## src/rtl/seq_det_pkg.sv

```systemverilog
// rtl/seq_det_pkg.sv - shared FSM encoding and pattern-length limits for seq_detect_param
package seq_det_pkg;

  localparam int SEQ_W_MIN = 2;
  localparam int SEQ_W_MAX = 16;

  typedef enum logic {
    ST_FILL  = 1'b0,
    ST_ARMED = 1'b1
  } state_t;

endpackage

```

## src/rtl/seq_detect_param_if.sv

```systemverilog
// rtl/seq_detect_param_if.sv - serial data, mode, pattern-load and match signals of seq_detect_param
interface seq_detect_param_if #(
  parameter int SEQ_W = 4,
  parameter int CNT_W = 8
);
  logic             i_x;
  logic             i_valid;
  logic             i_overlap;
  logic             i_load;
  logic [SEQ_W-1:0] i_pattern;
  logic             o_seq_detected;
  logic [CNT_W-1:0] o_match_cnt;

  modport master (
    output i_x, i_valid, i_overlap, i_load, i_pattern,
    input  o_seq_detected, o_match_cnt
  );

  modport slave (
    input  i_x, i_valid, i_overlap, i_load, i_pattern,
    output o_seq_detected, o_match_cnt
  );
endinterface

```

## src/rtl/sat_counter.sv

```systemverilog
// rtl/sat_counter.sv - saturating event counter with asynchronous active-low reset
module sat_counter #(
  parameter int CNT_W = 8
) (
  input  logic             i_clk,
  input  logic             i_rst_b,
  input  logic             i_inc,
  output logic [CNT_W-1:0] o_cnt
);

  always_ff @(posedge i_clk or negedge i_rst_b) begin
    if (!i_rst_b) begin
      o_cnt <= '0;
    end else if (i_inc && (o_cnt != {CNT_W{1'b1}})) begin
      o_cnt <= o_cnt + CNT_W'(1);
    end
  end

endmodule

```

## src/rtl/seq_detect_param.sv

```systemverilog
// rtl/seq_detect_param.sv - loadable serial pattern detector, Mealy match flag; SEQ_DETECT_MATCH_CNT_EN adds a match counter
module seq_detect_param
  import seq_det_pkg::*;
#(
  parameter int               SEQ_W       = 4,
  parameter logic [SEQ_W-1:0] DEF_PATTERN = SEQ_W'(4'b1011),
  parameter int               CNT_W       = 8
) (
  input logic               i_clk,
  input logic               i_rst_b,
  seq_detect_param_if.slave bus
);

  localparam int                FILL_W    = $clog2(SEQ_W);
  localparam logic [FILL_W-1:0] FILL_LAST = FILL_W'(SEQ_W - 2);

  if ((SEQ_W < SEQ_W_MIN) || (SEQ_W > SEQ_W_MAX)) begin : g_bad_seq_w
    $error("seq_detect_param: SEQ_W out of range");
  end

  state_t            state_q, state_d;
  logic [FILL_W-1:0] fill_q, fill_d;
  logic [SEQ_W-2:0]  hist_q, hist_d;
  logic [SEQ_W-1:0]  pat_q, pat_d;
  logic [SEQ_W-1:0]  window;
  logic              match;
  logic [CNT_W-1:0]  match_cnt;

  // The candidate window includes the bit presented this cycle, giving zero-latency detection.
  assign window = {hist_q, bus.i_x};
  assign match  = bus.i_valid & ~bus.i_load & (state_q == ST_ARMED) & (window == pat_q);
  assign bus.o_seq_detected = match;

  always_ff @(posedge i_clk or negedge i_rst_b) begin
    if (!i_rst_b) begin
      state_q <= ST_FILL;
      fill_q  <= '0;
      hist_q  <= '0;
      pat_q   <= DEF_PATTERN;
    end else begin
      state_q <= state_d;
      fill_q  <= fill_d;
      hist_q  <= hist_d;
      pat_q   <= pat_d;
    end
  end

  always_comb begin
    state_d = state_q;
    fill_d  = fill_q;
    hist_d  = hist_q;
    pat_d   = pat_q;
    if (bus.i_load) begin
      pat_d   = bus.i_pattern;
      fill_d  = '0;
      state_d = ST_FILL;
    end else if (bus.i_valid) begin
      hist_d = window[SEQ_W-2:0];
      case (state_q)
        ST_FILL: begin
          fill_d = fill_q + FILL_W'(1);
          if (fill_q == FILL_LAST) begin
            state_d = ST_ARMED;
          end
        end
        ST_ARMED: begin
          // Non-overlapping mode demands a completely fresh pattern after each hit.
          if (match && !bus.i_overlap) begin
            fill_d  = '0;
            state_d = ST_FILL;
          end
        end
        default: begin
          fill_d  = '0;
          state_d = ST_FILL;
        end
      endcase
    end
  end

`ifdef SEQ_DETECT_MATCH_CNT_EN
  sat_counter #(
    .CNT_W (CNT_W)
  ) u_match_cnt (
    .i_clk   (i_clk),
    .i_rst_b (i_rst_b),
    .i_inc   (match),
    .o_cnt   (match_cnt)
  );
`else
  assign match_cnt = '0;
`endif

  assign bus.o_match_cnt = match_cnt;

endmodule

```

## src/flat_wrapper.sv

```systemverilog
// flat-port wrapper written by rule: the top's interface ports become plain ports
module seq_detect_param_flat import seq_det_pkg::*;
#(
  parameter int               SEQ_W       = 4,
  parameter logic [SEQ_W-1:0] DEF_PATTERN = SEQ_W'(4'b1011),
  parameter int               CNT_W       = 8
)
  (i_clk, i_rst_b, bus_i_x, bus_i_valid, bus_i_overlap, bus_i_load, bus_i_pattern, bus_o_seq_detected, bus_o_match_cnt);
  seq_detect_param_if #(.SEQ_W(SEQ_W), .CNT_W(CNT_W)) bus_i ();
  input logic i_clk;
  input logic i_rst_b;
  input wire logic [$bits(bus_i.i_x)-1:0] bus_i_x;
  input wire logic [$bits(bus_i.i_valid)-1:0] bus_i_valid;
  input wire logic [$bits(bus_i.i_overlap)-1:0] bus_i_overlap;
  input wire logic [$bits(bus_i.i_load)-1:0] bus_i_load;
  input wire logic [$bits(bus_i.i_pattern)-1:0] bus_i_pattern;
  output wire logic [$bits(bus_i.o_seq_detected)-1:0] bus_o_seq_detected;
  output wire logic [$bits(bus_i.o_match_cnt)-1:0] bus_o_match_cnt;
  assign bus_i.i_x = bus_i_x;
  assign bus_i.i_valid = bus_i_valid;
  assign bus_i.i_overlap = bus_i_overlap;
  assign bus_i.i_load = bus_i_load;
  assign bus_i.i_pattern = bus_i_pattern;
  assign bus_o_seq_detected = bus_i.o_seq_detected;
  assign bus_o_match_cnt = bus_i.o_match_cnt;
  seq_detect_param #(.SEQ_W(SEQ_W), .DEF_PATTERN(DEF_PATTERN), .CNT_W(CNT_W)) u_core (.i_clk(i_clk), .i_rst_b(i_rst_b), .bus(bus_i));
endmodule
```

## config.mk

```make
export PLATFORM = sky130hd
export DESIGN_NAME = seq_detect_param_flat
export DESIGN_NICKNAME = d
export VERILOG_FILES = /design/src/rtl/seq_det_pkg.sv /design/src/rtl/seq_detect_param_if.sv /design/src/rtl/sat_counter.sv /design/src/rtl/seq_detect_param.sv /design/src/flat_wrapper.sv
export SDC_FILE = /design/constraint.sdc
export NUM_CORES = 1
export LEC_CHECK = 0
export ABC_CLOCK_PERIOD_IN_PS = 4019
export BUFFER_PORTS_ARGS = -buffer_cell sky130_fd_sc_hd__buf_2
export CORE_AREA = 2 2 39 41
export DETAILED_ROUTE_END_ITERATION = 12
export DIE_AREA = 0 0 41 43
export GPL_ROUTABILITY_DRIVEN = 0
export PLACE_DENSITY_LB_ADDON = 0.25
export SKIP_LAST_GASP = 1
export SYNTH_ARGS = -nofsm -noshare
export SYNTH_HDL_FRONTEND = slang
export SYNTH_SLANG_ARGS = --single-unit
```

## constraint.sdc

```tcl
create_clock -name i_clk -period 4.02 [get_ports i_clk]
set_clock_uncertainty 0.2 [all_clocks]
set_input_delay 0.804 -clock i_clk [delete_from_list [all_inputs] [get_ports i_clk]]
set_output_delay 0.804 -clock i_clk [all_outputs]
set_load 0.05 [all_outputs]
```

==> results_dict.tcl <==
set metrics [dict create \
    std_cell_rows 14 \
    antenna_found_initial 0 \
    totalPowerFinal_w 0.000253 \
    root_buffer "clkbuf_4" \
    setup_violations 0 \
    seqPwrFrac_pct 50.0 \
    drtPass1Iterations 4 \
    die_area_um2 1760 \
    cp_max_fo 9 \
    post_cts_resize_count 0 \
    vias 344 \
    power.leakage_nw 0.286 \
    post-synth-top-count-cell "buf_4" \
    multiInputGateArea_um2 259 \
    ir_drop_uv 197 \
    p_sw_share_pct 29.4 \
    syn_area_per_cell_um2 11.8 \
    power.share.clock_pct 27.3 \
    min_period_over_period_pct 71.9 \
    wl_per_cell_um 9.74 \
    syn_area_um2 566 \
    ys_seq_area_share_pct 44.9 \
    cts_tree "yes" \
    hold_violations 0 \
    cts_buffers 3 \
    synth_top_area_share_pct 31.0 \
    synth-seq-cells 10 \
    grt.overflow.total 0 \
    synthTopCellsByCount "buf_4 (8), dfrtp_1 (7), mux2_2 (7)" \
    grt_max_degree 11 \
    die_w_um 41 \
    cts_max_level 1 \
    async_flop_share_pct 100 \
    area_growth_pct 9.07 \
    comb_power_share_pct 22.8 \
    drive_above_1_share_pct 43.3 \
    worstSetupStartpointType "input port" \
    clk_pin_slew_ns 0.07 \
    clkLatencyLatePin_ns 0.26 \
    synth_top_cell_by_area "dfrtp_1" \
    hold_ws_ns 0.189 \
    drt-initial-drc-count 2 \
    drc 0 \
    antenna_left 0 \
    powerDensity_nw_per_um2 410 \
    grt_pass1_vias 340 \
    yosys_warnings 0 \
    synth_area_leaders "dfrtp_1 (31%), dfstp_2 (14%), mux2_2 (14%), buf_4 (11%), xnor2_1 (4.6%)" \
    initial_core_util_pct 40.9 \
    fmax_mhz 346 \
    clk_path_buf_depth 2 \
    period_needed_ns 2.89 \
    cts_sinks 10 \
    io_buffers 10 \
    postCtsHoldBufs 0 \
    cp_data_required_time_ns 3.02 \
    rsz0062_at_grt "false" \
    status "complete, no violations" \
    vias_per_cell 4.53 \
    maxCapViolCount 0 \
    p_sw_w 0.0000743 \
    antenna_cells 0 \
    cp.arrival_ns 1.89 \
    io_pins 19 \
    ys_types 22 \
    synth_edf_count 0 \
    p_int_w 0.000179 \
    critPathKind "input port to output pin" \
    seq_area_um2 254 \
    nFillCells 140 \
    tns_ns 0 \
    grtUsageTotal_pct 12.2 \
    final_max_slew_viol_count 0 \
    core_um2 1380 \
    dpl.hpwl_um 604 \
    syn_inst 48 \
    postCtsSetupBuffers 0 \
    nNetsFinal 72 \
    wl_um 740 \
    die-height_um 43 \
    endpoint_kind "output pin" \
    synthFlopType "dfrtp_1" \
    grt_pass1_wl_um 1470 \
    hp-class "input port to asynchronous set/reset pin" \
]
[registers in the layout, indices dropped and copies added (netlist names)]
signal and cells:
u_core.state_q 1, u_core.hist_q 3, u_core.pat_q 4, u_core.fill_q 2
[area by class of cell]
type,instances,share of cell area (%)
Multi-Input combinational cell,34,42.0
Tap cell,16,3.25
Sequential cell,10,41.2
Timing Repair Buffer,10,8.11
Inverter,2,1.22
Clock buffer,4,4.26
[final timing paths]
kind / from / endpoint / slack (ns) / cells after the start
worst min-delay path: i_rst_b / u_core.hist_q[0] / 0.19 / 1
min in group i_clk: u_core.pat_q[2] / u_core.pat_q[2] / 0.33 / 1
worst max register to register: u_core.pat_q[0] / u_core.fill_q[0] / 2.43 / 4
worst min register to register: u_core.pat_q[2] / u_core.pat_q[2] / 0.33 / 1
max in group asynchronous: i_rst_b / u_core.pat_q[3] / 3.17 / 1
worst max-delay path: bus_i_load / bus_o_seq_detected / 1.13 / 5
[layer usage]
metal / wire, um / track usage (%) / vias up
li1: - / - / 172
met2: 351 / 16.9 / 14
met3: 43 / 1.57 / 0
met4: 0 / 6.00 / 0
met5: 0 / 0 / -
met1: 345 / 18.2 / 158
[kinds of logic (layout without fill, tap and decap cells)]
group	Yosys count	after routing	synth area share, %
adder cells (fa/ha/maj)	1	1	2.21
XOR/XNOR	4	4	6.20
flip-flops	10	10	44.9
AND/OR/NAND/NOR	9	9	13.1
buffers and inverters	11	16	13.9
multiplexers	7	7	13.9
other	1	8	0.663
AO/OA/AOI/OAI	5	5	5.09
[stage by stage]
step	util (%)	cells	instance area (um2)	setup slack [ns]
floorplan	-	55	592	0.902
global placement	42.7	72	591	1.12
detailed placement	42.7	72	591	1.12
CTS	44.6	76	617	1.12
global route	44.6	76	617	1.07
finish	44.6	76	617	1.13
[worst max-delay path, stage by stage]
cell and delay (ns):
buf_2 0.16, nand2b_4 0.18, or3b_4 0.39, nor2_1 0.09, buf_2 0.26
[power by group through the flow]
stage                      clock, W  combinational (W)  sequential [W]
after CTS                 0.0000737          0.0000585        0.000127
after detailed placement          0          0.0000582        0.000129
after global placement            0          0.0000577        0.000128
after global routing      0.0000811          0.0000655        0.000129
after floorplan                   0          0.0000545        0.000126
final                     0.0000690          0.0000576        0.000126
[layout by cell type, fill, tap and decap left out, drive strengths merged]
master / synthesis / routed
nor3: 3 / 3
or3: 1 / 1
o21ai: 1 / 1
nand3: 1 / 1
dfrtp: 7 / 7
nor2: 1 / 1
dfstp: 3 / 3
nand3b: 1 / 1
mux2: 7 / 7
a21oi: 2 / 2
or3b: 1 / 1
inv: 2 / 2
o31ai: 1 / 1
nand2b: 1 / 1
xnor2: 3 / 3
clkbuf: 0 / 4
buf: 9 / 10
ha: 1 / 1
xor2: 1 / 1
conb: 1 / 8
o22ai: 1 / 1
No activity file was read; power rests on OpenSTA's default activity.
